<file path="config.mk">
export PLATFORM = sky130hd
export DESIGN_NAME = ym_reg_sequencer
export DESIGN_NICKNAME = d
export VERILOG_FILES = /design/src/rtl/ym_seq_pkg.sv /design/src/rtl/ym_seq_fifo.sv /design/src/rtl/ym_reg_sequencer.sv
export SDC_FILE = /design/constraint.sdc
export NUM_CORES = 1
export LEC_CHECK = 0
export ABC_CLOCK_PERIOD_IN_PS = 7300
export CORE_MARGIN = 4
export CORE_UTILIZATION = 55
export DETAILED_ROUTE_END_ITERATION = 10
export PLACE_DENSITY = 0.75
export SLEW_MARGIN = 40
export SYNTH_ARGS = -nofsm -noshare
export SYNTH_HDL_FRONTEND = slang
export SYNTH_SLANG_ARGS = --single-unit
</file>
<file path="constraint.sdc">
create_clock -name clk -period 7.3 [get_ports clk]
set_input_delay 2.19 -clock clk [delete_from_list [all_inputs] [get_ports clk]]
set_output_delay 2.19 -clock clk [all_outputs]
set_load 0.02 [all_outputs]
</file>
<file path="src/rtl/ym_seq_pkg.sv">
// Shared types for the timed register-write sequencer: FSM states, queued command entry,
// and bus constants.
package ym_seq_pkg;

  localparam int         CMD_W        = 17;
  localparam logic [3:0] WB_SEL_BYTE0 = 4'b0001;

  typedef enum logic [1:0] {
    IDLE,
    WB_REQ,
    WB_WAIT,
    WAIT_TICKS
  } seq_state_e;

  // is_wait=1: payload is a tick count; is_wait=0: payload is {reg_addr, reg_data}
  typedef struct packed {
    logic        is_wait;
    logic [15:0] payload;
  } cmd_t;

endpackage

</file>
<file path="src/rtl/ym_seq_fifo.sv">
// Command FIFO: head is readable combinationally, push/pop take effect on the next edge,
// and flush empties it in one cycle. Callers never push when full or pop when empty.
module ym_seq_fifo
  import ym_seq_pkg::*;
#(
  parameter int DEPTH = 16,
  parameter int W     = CMD_W
) (
  input  logic                   clk,
  input  logic                   rst,
  input  logic                   push,
  input  logic [W-1:0]           push_dat,
  input  logic                   pop,
  input  logic                   flush,
  output logic [W-1:0]           head,
  output logic [$clog2(DEPTH):0] level,
  output logic [$clog2(DEPTH):0] level_nxt,
  output logic                   empty
);

  localparam int AW = $clog2(DEPTH);

  logic [W-1:0]  mem_q [DEPTH];
  logic [W-1:0]  mem_d [DEPTH];
  logic [AW-1:0] wr_ptr_q, wr_ptr_d;
  logic [AW-1:0] rd_ptr_q, rd_ptr_d;
  logic [AW:0]   level_q, level_d;

  always_comb begin
    mem_d    = mem_q;
    wr_ptr_d = wr_ptr_q;
    rd_ptr_d = rd_ptr_q;
    level_d  = level_q;
    if (flush) begin
      wr_ptr_d = '0;
      rd_ptr_d = '0;
      level_d  = '0;
    end else begin
      if (push) begin
        mem_d[wr_ptr_q] = push_dat;
        wr_ptr_d        = wr_ptr_q + 1'b1;
      end
      if (pop) begin
        rd_ptr_d = rd_ptr_q + 1'b1;
      end
      case ({push, pop})
        2'b10:   level_d = level_q + 1'b1;
        2'b01:   level_d = level_q - 1'b1;
        default: level_d = level_q;
      endcase
    end
  end

  always_ff @(posedge clk) begin
    if (rst) begin
      wr_ptr_q <= '0;
      rd_ptr_q <= '0;
      level_q  <= '0;
    end else begin
      wr_ptr_q <= wr_ptr_d;
      rd_ptr_q <= rd_ptr_d;
      level_q  <= level_d;
    end
  end

  // Storage needs no reset: level and pointers alone decide what is valid.
  always_ff @(posedge clk) begin
    mem_q <= mem_d;
  end

  assign head      = mem_q[rd_ptr_q];
  assign level     = level_q;
  assign level_nxt = level_d;
  assign empty     = (level_q == '0);

endmodule

</file>
<file path="src/rtl/ym_reg_sequencer.sv">
// Tick-paced register-write sequencer and Wishbone master; first stb 2 cycles after a push
// into an empty FIFO, cmd_ready drops when full. Stats counters need YM_REG_SEQUENCER_STATS_EN.
module ym_reg_sequencer
  import ym_seq_pkg::*;
#(
  parameter int CLK_IN_HZ  = 100000000,
  parameter int TICK_HZ    = 50,
  parameter int FIFO_DEPTH = 16
) (
  input  logic                        clk,
  input  logic                        rst,
  input  logic                        cmd_valid,
  output logic                        cmd_ready,
  input  logic                        cmd_wait,
  input  logic [15:0]                 cmd_payload,
  input  logic                        enable,
  input  logic                        flush,
  output logic                        busy,
  output logic [$clog2(FIFO_DEPTH):0] fifo_level,
  output logic [7:0]                  wb_adr,
  output logic [31:0]                 wb_dat_w,
  output logic [3:0]                  wb_sel,
  output logic                        wb_cyc,
  output logic                        wb_stb,
  output logic                        wb_we,
  input  logic                        wb_ack,
  input  logic                        wb_err,
  input  logic                        wb_stall,
  output logic [15:0]                 wr_count,
  output logic [7:0]                  err_count
);

  localparam int DIV = CLK_IN_HZ / TICK_HZ;
  localparam int PW  = (DIV > 1) ? $clog2(DIV) : 1;
  localparam int LW  = $clog2(FIFO_DEPTH) + 1;

  if (DIV < 2) begin : g_div_check
    $error("ym_reg_sequencer: CLK_IN_HZ/TICK_HZ must be at least 2");
  end
  if (FIFO_DEPTH < 2 || (FIFO_DEPTH & (FIFO_DEPTH - 1)) != 0) begin : g_depth_check
    $error("ym_reg_sequencer: FIFO_DEPTH must be a power of two >= 2");
  end

  cmd_t          head;
  cmd_t          push_ent;
  logic          fifo_empty;
  logic          fifo_push;
  logic          fifo_pop;
  logic [LW-1:0] level_nxt;

  seq_state_e    state_q, state_d;
  logic [PW-1:0] presc_q, presc_d;
  logic          tick;
  logic [15:0]   wait_cnt_q, wait_cnt_d;
  logic [7:0]    wb_adr_q, wb_adr_d;
  logic [7:0]    wb_dat_q, wb_dat_d;
  logic          wb_cyc_q, wb_cyc_d;
  logic          wb_stb_q, wb_stb_d;
  logic          wb_we_q, wb_we_d;
  logic          cmd_ready_q, cmd_ready_d;

  // A push coinciding with flush is dropped even though the producer sees it accepted.
  assign push_ent  = '{is_wait: cmd_wait, payload: cmd_payload};
  assign fifo_push = cmd_valid && cmd_ready_q && !flush;

  ym_seq_fifo #(
    .DEPTH (FIFO_DEPTH),
    .W     (CMD_W)
  ) u_fifo (
    .clk       (clk),
    .rst       (rst),
    .push      (fifo_push),
    .push_dat  (push_ent),
    .pop       (fifo_pop),
    .flush     (flush),
    .head      (head),
    .level     (fifo_level),
    .level_nxt (level_nxt),
    .empty     (fifo_empty)
  );

  // Prescaler parks at 0 while disabled so the first tick is a full period after enable.
  always_comb begin
    presc_d = '0;
    tick    = 1'b0;
    if (enable) begin
      if (presc_q == PW'(DIV - 1)) begin
        tick = 1'b1;
      end else begin
        presc_d = presc_q + 1'b1;
      end
    end
  end

  always_comb begin
    state_d    = state_q;
    wait_cnt_d = wait_cnt_q;
    wb_adr_d   = wb_adr_q;
    wb_dat_d   = wb_dat_q;
    wb_cyc_d   = wb_cyc_q;
    wb_stb_d   = wb_stb_q;
    wb_we_d    = wb_we_q;
    fifo_pop   = 1'b0;
    unique case (state_q)
      IDLE: begin
        if (enable && !fifo_empty && !flush) begin
          fifo_pop = 1'b1;
          if (!head.is_wait) begin
            wb_adr_d = head.payload[15:8];
            wb_dat_d = head.payload[7:0];
            wb_cyc_d = 1'b1;
            wb_stb_d = 1'b1;
            wb_we_d  = 1'b1;
            state_d  = WB_REQ;
          end else if (head.payload != 16'd0) begin
            wait_cnt_d = head.payload;
            state_d    = WAIT_TICKS;
          end
        end
      end
      WB_REQ: begin
        if (!wb_stall) begin
          wb_stb_d = 1'b0;
          if (wb_ack || wb_err) begin
            wb_cyc_d = 1'b0;
            wb_we_d  = 1'b0;
            state_d  = IDLE;
          end else begin
            state_d = WB_WAIT;
          end
        end
      end
      WB_WAIT: begin
        if (wb_ack || wb_err) begin
          wb_cyc_d = 1'b0;
          wb_we_d  = 1'b0;
          state_d  = IDLE;
        end
      end
      WAIT_TICKS: begin
        if (flush) begin
          wait_cnt_d = '0;
          state_d    = IDLE;
        end else if (tick) begin
          wait_cnt_d = wait_cnt_q - 16'd1;
          if (wait_cnt_q == 16'd1) begin
            state_d = IDLE;
          end
        end
      end
      default: state_d = IDLE;
    endcase
  end

  // Derived from next occupancy, so a push that fills the FIFO closes it on the same edge.
  assign cmd_ready_d = (level_nxt < LW'(FIFO_DEPTH));

  always_ff @(posedge clk) begin
    if (rst) begin
      state_q     <= IDLE;
      presc_q     <= '0;
      wait_cnt_q  <= '0;
      wb_adr_q    <= '0;
      wb_dat_q    <= '0;
      wb_cyc_q    <= 1'b0;
      wb_stb_q    <= 1'b0;
      wb_we_q     <= 1'b0;
      cmd_ready_q <= 1'b1;
    end else begin
      state_q     <= state_d;
      presc_q     <= presc_d;
      wait_cnt_q  <= wait_cnt_d;
      wb_adr_q    <= wb_adr_d;
      wb_dat_q    <= wb_dat_d;
      wb_cyc_q    <= wb_cyc_d;
      wb_stb_q    <= wb_stb_d;
      wb_we_q     <= wb_we_d;
      cmd_ready_q <= cmd_ready_d;
    end
  end

  assign cmd_ready = cmd_ready_q;
  assign busy      = (state_q != IDLE) || !fifo_empty;
  assign wb_adr    = wb_adr_q;
  assign wb_dat_w  = {24'd0, wb_dat_q};
  assign wb_sel    = wb_cyc_q ? WB_SEL_BYTE0 : 4'b0000;
  assign wb_cyc    = wb_cyc_q;
  assign wb_stb    = wb_stb_q;
  assign wb_we     = wb_we_q;

`ifdef YM_REG_SEQUENCER_STATS_EN
  logic        term;
  logic [15:0] wr_cnt_q, wr_cnt_d;
  logic [7:0]  err_cnt_q, err_cnt_d;

  // A cycle terminates in WB_WAIT, or in WB_REQ on the unstalled beat; err wins over ack.
  always_comb begin
    term      = (state_q == WB_WAIT) || (state_q == WB_REQ && !wb_stall);
    wr_cnt_d  = wr_cnt_q;
    err_cnt_d = err_cnt_q;
    if (term && wb_err) begin
      if (err_cnt_q != 8'hFF) err_cnt_d = err_cnt_q + 8'd1;
    end else if (term && wb_ack) begin
      if (wr_cnt_q != 16'hFFFF) wr_cnt_d = wr_cnt_q + 16'd1;
    end
  end

  always_ff @(posedge clk) begin
    if (rst) begin
      wr_cnt_q  <= '0;
      err_cnt_q <= '0;
    end else begin
      wr_cnt_q  <= wr_cnt_d;
      err_cnt_q <= err_cnt_d;
    end
  end

  assign wr_count  = wr_cnt_q;
  assign err_count = err_cnt_q;
`else
  assign wr_count  = 16'd0;
  assign err_count = 8'd0;
`endif

endmodule
</file>
==> Word level (Yosys, flattened, before mapping) <==
Cells that the tools add are included.
{ "totals": {"input_bits": 25, "mem_bits_ro": 0, "elab_cells": 122, "memories": 0, "latch_bits": 0, "output_inout_bits": 78, "ramBits": 0, "ff_bits": 344} }
{ "op_classes": {"muxes": 39, "shifts": 0, "addsub": 6, "n_div": 0, "bitwise_logic": 5, "n_reduce_logical": 24, "n_mul": 0, "n_eq_ne": 16, "magnitude_cmp": 4} }
{ "op_table": {"columns": ["operator", "n"], "rows": [
  ["$bwmux W272", 1],
  ["$mux W16", 5],
  ["$bmux W17 S4", 1],
  ["$demux W17 S4", 1],
  ["$mux W17", 3],
  ["$pmux W16 S2", 1],
  ["$add A21 B1 Y21 const B", 1],
  ["$eq A21 B21 Y1 const B", 1],
  ["$mux W2", 9],
  ["$eq A16 B1 Y1 const B", 1],
  ["$reduce_bool A16 Y1", 1],
  ["$sub A16 B1 Y16 const B", 1],
  ["$mux W1", 12],
  ["$ne A2 B2 Y1 const B", 6],
  ["$ge A5 B5 Y1 const B", 2],
  ["$not A4 Y5", 2],
  ["$pmux W5 S2", 1],
  ["$ne A3 B3 Y1 const B", 3],
  ["$add A4 B1 Y4 const B", 2],
  ["$pmux W2 S4", 1],
  ["$reduce_and A4 Y1", 2],
  ["$eq A2 B2 Y1 const B", 3],
  ["$pmux W1 S3", 2],
  ["$reduce_and A6 Y1", 1],
  ["20 further kinds", 31]
]} }

==> Depth between registers and ports, before layout <==
Gate-level depths: netlist of the first run.
{ "depth": {"word_depth": 10, "ltp_mapped": 15, "depth_no_buf": 14} }

==> Hierarchy <==
Synthesis of the first run repeated with hierarchy kept, for this count alone.
{ "unflattened": {"cells_unflattened": 942, "hier_area_um2": 14604.0} }
{ "modules_own_cells": {"columns": ["module", "area_each_um2", "cells_per_inst", "seq_area_each_um2", "n_inst"], "rows": [
  ["ym_seq_fifo", 11199.5, 545, 8428.1, 1],
  ["ym_reg_sequencer", 3404.5, 397, 1161.1, 1]
]} }

==> Worst setup path before layout of the first run <==
No wires, ideal clock.
{ "synth_timing": {"path_type": "input port to flip-flop", "start": "input flush", "end": "register cmd_ready_q (netlist: cmd_ready)", "path_buffers": 1, "required_ns": 7.177, "stages": 13, "setup_ns": 0.123, "slack_ns": 2.581, "arrival_ns": 4.596, "cell_sequence": "a211o_1 -> nor2_1 -> ha_1 -> clkbuf_1 -> xor2_1 -> ha_1 -> o21ai_0 -> a21oi_1 -> a21oi_1 -> xor2_1 -> nor2_1 -> xnor2_1 -> or2_2"} }
{ "synth_between": {"elab_chain_len": 8, "elab_cells_between_ends": 10, "classes_between": "1 x order compare; 2 x eq/ne; 4 x mux; 3 x reduce/logical"} }
{ "synth_lines": {"columns": ["item", "line_no", "source"], "rows": [
  ["from (decl)", "ym_reg_sequencer.sv:17", "input logic flush,"],
  ["$logic_not A1 Y1 (*)", "ym_reg_sequencer.sv:106", "if (enable && !fifo_empty && !flush) begin"],
  ["$logic_and A1 B1 Y1 (*)", "ym_reg_sequencer.sv:106", null],
  ["$mux W1 (*)", "ym_reg_sequencer.sv:106", null],
  ["$mux W1 (*)", "ym_reg_sequencer.sv:104", "unique case (state_q)"],
  ["named net fifo_pop", "ym_reg_sequencer.sv:48", "logic fifo_pop;"],
  ["$eq A2 B1 Y1 or $eq A2 B2 Y1 (tied branches)", "ym_seq_fifo.sv:46", "case ({push, pop})"],
  ["$pmux W5 S2 (*)", "ym_seq_fifo.sv:46", null],
  ["$mux W5 (*)", "ym_seq_fifo.sv:34", "if (flush) begin"],
  ["$lt A5 B5 Y1 (*)", "ym_reg_sequencer.sv:156", "assign cmd_ready_d = (level_nxt < LW'(FIFO_DEPTH));"],
  ["to (signal assigned)", "ym_reg_sequencer.sv:178", "cmd_ready_q <= cmd_ready_d;"],
  ["to (decl)", "ym_reg_sequencer.sv:60", "logic cmd_ready_q, cmd_ready_d;"]
]} }
Mark *: on every way through the listed nets, which the timed path passes. The rest lies on a longest branch.
A chain may end at the register's enable or synchronous reset.

==> Worst setup path in the final report of the first run <==
Ends and elaborated chain as after synthesis.

==> metrics, run 1 <==
IO Port Bufs 51; gpl congestion 0.855; combinational power share 7.5%; most numerous cell in the Yosys netlist edfxtp_1; DRC 0; FP Rows 58; highest-delay cell along the critical path clkdlybuf4s50_1; core area 25300 sq um; worst slew pin tran 0.802 ns; Detailed Routing Iterations Pass 1 5; Max stage delay on crit path 0.54 ns; post-cts resize count 0; Synth Register Bits 343; first-pass GRT wire length 45900 microns; hold_ws 0.488 ns; Power Dens Cells 261 nW/um^2; cts bufs inserted 35; Synth async-reset ratio 0%; cell-by-cell trace of the critical path clkdlybuf4s50_1 > a211o_1 > nor2_1 > ha_1 > xor2_1 > ha_1 > o21ai_0 > a21oi_1 > a21oi_1 > xor2_1 > nor2_1 > xnor2_1 > or2_2; top post-synthesis cells by count edfxtp_1 (272), nor2_1 (91), dfxtp_1 (71); worst min path class flip-flop to flip-flop; fin crit share 68.1%; number of fill cells 1756; Yosys top cell by area edfxtp_1; clock skew 0.0221 ns; Synth area leaders edfxtp_1 (57%), mux4_2 (11%), dfxtp_1 (10%); Multi-input gate area 4260 sq um; sequential share of power 50.9%; Root Buffer clkbuf_16; Via density 5.88; CP max FO 9; required time worst endpoint 7.69 ns; detailed-route via count 7793; Startpoint Class primary input; total gr overflow 0; Max Buffers Root-to-Sink 3; mapped cell area 14300 sq um; register area share after synthesis 67.2%; fmax 201 MHz; fin crit period 4.97 ns; status complete, no violations; final net count 1011; Area Growth Syn to Fin 13.2%; CTS Sinks 343; crit path DAT 5.36 ns; cts hold-fix bufs 0; switching share of total power 21.9%; Setup CP Type primary input to flip-flop; initial detailed-routing violation count 758; vias in the first global route 7648; DR WL/cell 22.6 microns; Starting Density 56.4%; top_reg_cell synth edfxtp_1; static leakage 0.00526 uW; Post-DRT Antenna Nets 0; min-delay src presc_q[0]; Die Y 169 microns; CP endpoint kind flip-flop; Reg-to-Reg Start u_fifo.rd_ptr_q[1]; Sw Pwr 922 uW; dpl hpwl 17600 microns; largest net degree at the start of global routing 39; total track usage 21.0%; WL final 29900 microns; FF+latch area 9590 sq um; diodes inserted 0; RSZ-0062 raised after global routing no; Pins Over Slew Limit 0; CTS tree yes; Die Span X 169 microns; I/O pins 103; # setup viols final 0; initial antenna violation count 0; Cell Int Power 3300 uW; Die Area 28600 sq um; Post-Syn Area per Cell 15.8 sq um; Placed Area 15000 sq um; CTS H-Tree Depth 2; Reg clk slew, reported paths 0.06 ns; Post-Synthesis Cells 903; worst vdd ir 0.189 mV; final hold vios 0; Clk pwr share 41.5%; Cell variety after synth 49; post-route cell area 16200 sq um; number of synthesized flops with an enable pin 272; total setup buffers inserted after CTS 0; Setup TNS Final 0 ns; Rel. slew slack 46.5%; Setup crit start flush; Max-Cap Viols 0; layout cells sized above 1 18.6%; later-pin clock latency in the skew report 0.52 ns; yosys warns 0; top-area cell type share of the netlist area 57.2%
-- power groups by stage --
| stage | Clock, uW | Combinational (uW) | Sequential [uW] |
|---|---|---|---|
| final | 1750 | 318 | 2150 |
| after global routing | 1880 | 349 | 2150 |
| after CTS | 1780 | 316 | 2150 |
| after detailed placement | 0 | 315 | 2190 |
| after global placement | 0 | 310 | 2190 |
| after floorplan | 0 | 240 | 2190 |
-- placed cells by master, fill, tap and decap left out, types with 3 or more instances in the layout --
master | netlist | final
dfxtp_1 | 71 | 69
nor3_1 | 16 | 11
nand2_1 | 46 | 46
nor4_1 | 8 | 8
ha_1 | 16 | 16
edfxtp_1 | 272 | 272
buf_4 | 60 | 23
conb_1 | 1 | 51
clkdlybuf4s50_1 | 0 | 51
a22oi_1 | 40 | 40
xor2_1 | 29 | 29
nand3_1 | 17 | 17
or3_1 | 3 | 3
a32o_1 | 4 | 4
and4_1 | 5 | 5
nor4b_1 | 3 | 3
nand2b_1 | 5 | 5
nor2_1 | 91 | 78
clkbuf_1 | 18 | 6
nand4_1 | 5 | 5
or2_2 | 3 | 3
clkinv_2 | 0 | 5
a211oi_2 | 13 | 12
clkinv_1 | 1 | 7
and2_1 | 3 | 3
xnor2_1 | 10 | 10
o21ai_0 | 5 | 5
nor2_2 | 0 | 13
inv_1 | 12 | 12
mux4_2 | 69 | 69
mux2i_1 | 18 | 18
nor3_2 | 0 | 5
a21oi_1 | 19 | 19
nor2b_1 | 5 | 3
clkbuf_16 | 0 | 36
bufinv_16 | 0 | 4
-- path summary, 6_finish.rpt --
| path | endpoint | slack (ns) | depth (start not counted) |
|---|---|---|---|
| worst max-delay path | cmd_ready | 2.33 | 13 |
| worst min-delay path | presc_q[0] | 0.49 | 1 |
| worst max register to register | wait_cnt_q[2] | 3.44 | 10 |
| worst min register to register | presc_q[0] | 0.49 | 1 |
-- state kept, by name (all words and copies together) (netlist names) --
register and count:
wb_stb 1, wb_dat_q 8, state_q 2, wb_adr 8, wait_cnt_q 16, wb_cyc 1
u_fifo.wr_ptr_q 4, u_fifo.mem_q 272, u_fifo.level 5, presc_q 21, u_fifo.rd_ptr_q 4, cmd_ready 1
-- layer usage --
layer	track usage, %	up-vias	routed length (microns)
met3	4.37	52	2400
met2	34.7	336	14800
met4	5.67	0	604
li1	-	3486	-
met1	28.9	3919	12100
met5	0	-	0
-- per-stage QoR --
stage | utilization, % | std cells | worst slack, ns | total power, uW
final | 63.8 | 1325 | 2.33 | 4220
after global routing | 63.8 | 1325 | 2.10 | 4380
after CTS | 63.8 | 1325 | 2.33 | 4250
after detailed placement | 59.3 | 1263 | 1.79 | 2500
after global placement | 59.2 | 1262 | 1.87 | 2500
after floorplan | - | 953 | 2.58 | 2430
-- final cells by class --
cell class                      count  share of cell area (%)
Sequential cell                   343                    59.4
Clock buffer                       42                    5.72
Clock inverter                     20                    1.31
Tap cell                          330                    2.56
Timing Repair Buffer               75                    4.35
Multi-Input combinational cell    501                    26.4
Inverter                           14                   0.325
-- critical path: cells and delay by family --
kind | cells | cell delay [ns]
simple gates | 3 | 0.74
fa+ha+maj | 2 | 0.68
compound gates | 4 | 0.78
xor+xnor | 3 | 0.42
buf+inv | 1 | 0.54
-- cell families after synthesis --
kind of cell	synth area share (%)
adder cells (fa/ha/maj)	1.40
other	0.0263
XOR/XNOR	2.39
buffers and inverters	4.87
AO/OA/AOI/OAI	4.99
multiplexers	12.1
flip-flops	67.2
AND/OR/NAND/NOR	7.00
Note: power is estimated with default switching activity, not from simulation.
==> run 2, diff against run 1 <==
--- a/config.mk
+++ b/config.mk
@@ -5,7 +5,7 @@
 export SDC_FILE = /design/constraint.sdc
 export NUM_CORES = 1
 export LEC_CHECK = 0
-export ABC_CLOCK_PERIOD_IN_PS = 7300
+export ABC_CLOCK_PERIOD_IN_PS = 5200
 export CORE_MARGIN = 4
 export CORE_UTILIZATION = 55
 export DETAILED_ROUTE_END_ITERATION = 10
==> constraint.sdc (replaced) <==
create_clock -name clk -period 5.2 [get_ports clk]
set_input_delay 1.56 -clock clk [delete_from_list [all_inputs] [get_ports clk]]
set_output_delay 1.56 -clock clk [all_outputs]
set_load 0.02 [all_outputs]
==> run 2 against run 1 <==
Largest power group unchanged. Highest routed layer unchanged. Total power is 37% higher. Non-clock buffer count is 5 higher. Final cell count is 0.38% higher. Critical path type unchanged. Largest cell class unchanged. Critical path depth is 1 higher. Global-route usage is 0.80 points lower.
==> metrics, run 2 (synthesis results as in run 1) <==
diodes inserted 0 (unchanged); fmax 247 MHz; sequential share of power 52.2% (+1.3 points); core area 25300 sq um (unchanged); CP endpoint kind flip-flop; Power Dens Cells 359 nW/um^2 (+38%); later-pin clock latency in the skew report 0.53 ns (about the same); Pins Over Slew Limit 0 (unchanged); gpl congestion 0.857 (+0.32%); Reg clk slew, reported paths 0.05 ns (about the same); worst slew pin tran 0.762 ns (-0.0392 ns); Placed Area 15000 sq um (+0.18%); highest-delay cell along the critical path clkdlybuf4s50_1; combinational power share 7.7% (+0.2 points); Max-Cap Viols 0 (unchanged); Rel. slew slack 48.9% (+2.5 points); final net count 1016 (+0.49%); total setup buffers inserted after CTS 0 (unchanged); crit path DAT 4.43 ns (-0.93 ns); initial detailed-routing violation count 744 (-1.8%); Startpoint Class primary input; static leakage 0.00524 uW (-0.28%); Die Y 169 microns (unchanged); worst vdd ir 0.292 mV (+54%); RSZ-0062 raised after global routing no; I/O pins 103 (unchanged); Detailed Routing Iterations Pass 1 5 (unchanged); fin crit period 4.04 ns; Via density 5.87 (-0.17%); most frequent cells in the layout edfxtp_1 (272), nor2_1 (79), mux4_2 (69), dfxtp_1 (69), conb_1 (51); worst min path class flip-flop to flip-flop; detailed-route via count 7809 (+0.21%); vias in the first global route 7590 (-0.76%); Max stage delay on crit path 0.49 ns (-0.05 ns); cts hold-fix bufs 0 (unchanged); number of fill cells 1794 (+2.2%); Setup TNS Final 0 ns (unchanged); initial antenna violation count 0 (unchanged); total gr overflow 0 (unchanged); largest net degree at the start of global routing 39 (unchanged); FP Rows 58 (unchanged); status complete, no violations; Inst Count DP 1268 (+0.40%); CTS H-Tree Depth 2 (unchanged); first-pass GRT wire length 44700 microns (-2.4%); WL final 28800 microns (-3.5%); Top reg by flops u_fifo.mem_q; IO Port Bufs 51 (unchanged); CTS Sinks 343 (unchanged); fin crit share 77.7%; Setup CP Type primary input to flip-flop; Sw Pwr 1310 uW (+42%); Cell Int Power 4470 uW (+36%); layout cells sized above 1 18.2% (-0.39 points); Max Buffers Root-to-Sink 3 (unchanged); Root Buffer clkbuf_16; CTS tree yes; cell-by-cell trace of the critical path clkdlybuf4s50_1 > a211o_1 > nor2_1 > buf_4 > ha_1 > xor2_1 > ha_1 > o21ai_0 > a21oi_1 > a21oi_1 > xor2_1 > nor2_1 > xnor2_1 > or2_2; final instance count without filler cells 1330 (+0.38%); clock skew 0.0229 ns (+0.000785 ns); # setup viols final 0 (unchanged); Post-DRT Antenna Nets 0 (unchanged); commonest non-fill, non-tap cell in the layout edfxtp_1; required time worst endpoint 5.59 ns (-2.10 ns); Clk pwr share 40.1% (-1.4 points); final hold vios 0 (unchanged); cts bufs inserted 35 (unchanged); Area Growth Syn to Fin 12.7%; hold_ws 0.487 ns (-0.00175 ns); total track usage 20.2% (-0.80 points); worst path bufs/invs 2 (+1); DR WL/cell 21.7 microns (-3.9%); Die Span X 169 microns (unchanged); Worst path top cell family by delay compound AO/OA/AOI/OAI gates; dpl hpwl 17900 microns (+1.7%); max FFs per register 272 (unchanged); DRC 0 (unchanged); biggest regs u_fifo.mem_q: 272 flops, presc_q: 21 flops, wait_cnt_q: 16 flops; Starting Density 56.4% (unchanged); CP max FO 9 (unchanged); switching share of total power 22.7% (+0.81 points); post-cts resize count 0 (unchanged); post-route cell area 16100 sq um (-0.42%); Die Area 28600 sq um (unchanged)
-- run 2: cell count changes in the layout (fill, tap and decap cells not counted), moves of 2 or more --
cell	change
clkbuf_1	+8
buf_4	+5
bufinv_16	-3
clkinvlp_2	-2
nor2b_4	-2
-- run 2: final cells by class --
cell class                      instances  area [sq um]  share of cell area, %
Sequential cell                       343          9590                   59.6
Tap cell                              330           413                   2.57
Inverter                               14          52.6                  0.327
Clock buffer                           49           928                   5.77
Clock inverter                         13           121                  0.754
Timing Repair Buffer                   80           736                   4.57
Multi-Input combinational cell        501          4240                   26.4
-- run 2: power groups by stage --
stage / Combinational [uW] / Sequential [uW] / Clock (uW)
after global routing: 487 / 3020 / 2480
after detailed placement: 440 / 3070 / 0
final: 447 / 3020 / 2320
after floorplan: 337 / 3070 / 0
after CTS: 444 / 3010 / 2350
after global placement: 436 / 3070 / 0
-- run 2: per-layer routing --
layer	track usage, %	vias up	part of all wire [%]
met5	0	-	0
met4	5.15	0	1.8
met3	3.29	47	6.5
met2	33.5	274	50
met1	28.5	3988	42
li1	-	3500	-
-- run 2: path summary, 6_finish.rpt --
path	start	end	slack [ns]	cells after the start
min	wb_stb	wb_stb	0.49	2
max	flush	cmd_ready	1.16	14
min reg2reg	wb_stb	wb_stb	0.49	2
max reg2reg	u_fifo.rd_ptr_q[0]	wait_cnt_q[11]	1.65	10
-- run 2: per-stage QoR --
stage	util, %	worst slack, ns	power [uW]
CTS	63.5	1.17	5810
finish	63.5	1.16	5780
global route	63.5	0.816	5990
floorplan	-	1.11	3410
global placement	59.4	0.690	3510
detailed placement	59.4	0.692	3510
-- run 2: worst min-delay path, stage by stage (launching register included) --
cell and delay, ns:
dfxtp_1 0.31, o21ai_0 0.07, a21oi_1 0.06
==> run 3, diff against run 2 <==
--- a/config.mk
+++ b/config.mk
@@ -5,11 +5,11 @@
 export SDC_FILE = /design/constraint.sdc
 export NUM_CORES = 1
 export LEC_CHECK = 0
-export ABC_CLOCK_PERIOD_IN_PS = 5200
+export ABC_CLOCK_PERIOD_IN_PS = 3700
 export CORE_MARGIN = 4
-export CORE_UTILIZATION = 55
+export CORE_UTILIZATION = 53
 export DETAILED_ROUTE_END_ITERATION = 10
-export PLACE_DENSITY = 0.75
+export PLACE_DENSITY = 0.76
 export SLEW_MARGIN = 40
 export SYNTH_ARGS = -nofsm -noshare
 export SYNTH_HDL_FRONTEND = slang
==> constraint.sdc (replaced) <==
create_clock -name clk -period 3.7 [get_ports clk]
set_input_delay 1.11 -clock clk [delete_from_list [all_inputs] [get_ports clk]]
set_output_delay 1.11 -clock clk [all_outputs]
set_load 0.02 [all_outputs]
==> run 3 against run 2 <==
Total power increased by 44%. Sequential share of layout area decreased by 1.1 points. Sequential power increased by 40%. Critical path depth unchanged. Clock skew decreased by 0.0082 ns. Utilization decreased by 1.2 points.
==> metrics, run 3 (synthesis results as in run 1) <==
Reg clk slew, reported paths 0.06 ns (about the same); clock skew 0.0147 ns (-0.00822 ns); Max-Cap Viols 0 (unchanged); Die Area 29600 sq um (+3.6%); worst slew pin tran 0.749 ns (-0.0136 ns); Top reg by flops u_fifo.mem_q; CP max FO 3 (-6); total setup buffers inserted after CTS 0 (unchanged); later-pin clock latency in the skew report 0.53 ns (about the same); Post-DRT Antenna Nets 0 (unchanged); first-pass GRT wire length 46000 microns (+2.8%); fmax 316 MHz; dpl hpwl 18300 microns (+2.1%); DR WL/cell 22.3 microns (+2.7%); Pins Over Slew Limit 0 (unchanged); FP Rows 59 (+1.7%); layout cells sized above 1 19.9% (+1.7 points); crit path DAT 3.57 ns (-0.86 ns); post-cts resize count 0 (unchanged); hold_ws 0.475 ns (-0.0115 ns); DRC 0 (unchanged); largest net degree at the start of global routing 47 (+21%); commonest non-fill, non-tap cell in the layout edfxtp_1; R2R Setup Slk 0.70 ns (-0.95 ns); fin crit share 85.5%; total track usage 20.6% (+0.35 points); Worst path top cell family by delay compound AO/OA/AOI/OAI gates; Setup crit end cmd_ready; Power Dens Cells 508 nW/um^2 (+41%); # setup viols final 0 (unchanged); Setup TNS Final 0 ns (unchanged); CTS tree yes; I/O pins 103 (unchanged); CTS Sinks 343 (unchanged); r2r endpoint wait_cnt_q[11]; most frequent cells in the layout edfxtp_1 (272), nor2_1 (79), mux4_2 (69), dfxtp_1 (69); biggest regs u_fifo.mem_q: 272 flops, presc_q: 21 flops, wait_cnt_q: 16 flops; fin crit period 3.16 ns; required time worst endpoint 4.10 ns (-1.49 ns); CP endpoint kind flip-flop; vias in the first global route 7899 (+4.1%); Via density 5.85 (-0.43%); fin util 62.4% (-1.2 points); Rel. slew slack 49.6% (+0.68 points); Max Buffers Root-to-Sink 3 (unchanged); highest-delay cell along the critical path clkdlybuf4s50_1; Detailed Routing Iterations Pass 1 5 (unchanged); static leakage 0.00540 uW (+2.9%); cts bufs inserted 35 (unchanged); Starting Density 54.3% (-2.0 points); initial detailed-routing violation count 816 (+9.7%); cts hold-fix bufs 0 (unchanged); worst min path class flip-flop to flip-flop; Root Buffer clkbuf_16; IO Port Bufs 51 (unchanged); WL final 30100 microns (+4.5%); final hold vios 0 (unchanged); max FFs per register 272 (unchanged); detailed-route via count 7916 (+1.4%); Setup crit start enable; total gr overflow 0 (unchanged); Die Y 172 microns (+1.8%); gpl congestion 0.873 (+1.8%); cell-by-cell trace of the critical path clkdlybuf4s50_1 > inv_1 > a211o_1 > nor2_1 > ha_1 > xor2_1 > ha_1 > o21ai_0 > a21oi_1 > a21oi_1 > xor2_1 > nor2_1 > xnor2_1 > or2_2; pre-CTS setup slack 0.0346 ns (-0.657 ns); Final WS setup 0.536 ns (-0.623 ns); status complete, no violations; Die Span X 172 microns (+1.8%); R2R cell count 10 (unchanged); RSZ-0062 raised after global routing no; hold path cells 1 (-1); initial antenna violation count 1 (+1); Levels on crit path 14 (unchanged); Reg-to-Reg Start u_fifo.rd_ptr_q[0]; Setup CP Type primary input to flip-flop; worst vdd ir 0.438 mV (+50%); diodes inserted 0 (unchanged); core area 26300 sq um (+3.8%); final net count 1033 (+1.7%); CTS H-Tree Depth 2 (unchanged); worst path bufs/invs 2 (unchanged); Startpoint Class primary input; Area Growth Syn to Fin 14.8%; Max stage delay on crit path 0.48 ns (about the same)
-- run 3: cell types whose count changed in the layout (fill, tap and decap cells not counted), moves of 2 or more --
cell,change
buf_4,+10
buf_12,+7
clkbuf_1,-6
clkbuf_16,+2
clkinv_1,+2
clkinv_2,+2
clkinv_8,-2
-- run 3: worst min-delay path by stage --
stage | from | to | slack [ns]
after global routing | wb_dat_q[6] | wb_dat_q[6] | 0.52
after floorplan | presc_q[0] | presc_q[0] | 0.44
after detailed placement | presc_q[0] | presc_q[0] | 0.46
after CTS | presc_q[0] | presc_q[0] | 0.48
final | presc_q[0] | presc_q[0] | 0.48
after global placement | presc_q[0] | presc_q[0] | 0.45
-- run 3: cell type report --
class,count,area [sq um]
fill,1868,9890
sequential,343,9590
tap,335,419
clock buffer,46,961
clock inverter,18,165
multi-input combinational,501,4240
timing repair buffer,97,956
inverter,14,52.6
-- run 3: metrics by stage --
| step | cell area (sq um) | power (uW) | cells |
|---|---|---|---|
| after floorplan | 14500 | 4790 | 953 |
| after global placement | 15300 | 4930 | 1290 |
| after detailed placement | 15300 | 4950 | 1290 |
| after CTS | 16400 | 8370 | 1354 |
| after global routing | 16400 | 8620 | 1354 |
| final | 16400 | 8320 | 1354 |
-- run 3: report_power, final --
part | total, uW | internal (uW) | switching (uW) | leakage (uW)
registers | 4240 | 4200 | 37.5 | 0.00302
logic | 640 | 244 | 395 | 0.00182
clock network | 3450 | 2000 | 1450 | 0.000556
total | 8320 | 6440 | 1880 | 0.00540
-- run 3: routing by layer --
| layer | wire (microns) | vias up | track usage [%] |
|---|---|---|---|
| met5 | 13 | - | 0 |
| met4 | 856 | 2 | 6.49 |
| met3 | 2730 | 61 | 4.12 |
| met2 | 14800 | 347 | 34.2 |
| met1 | 11700 | 3954 | 27.6 |
| li1 | - | 3552 | - |
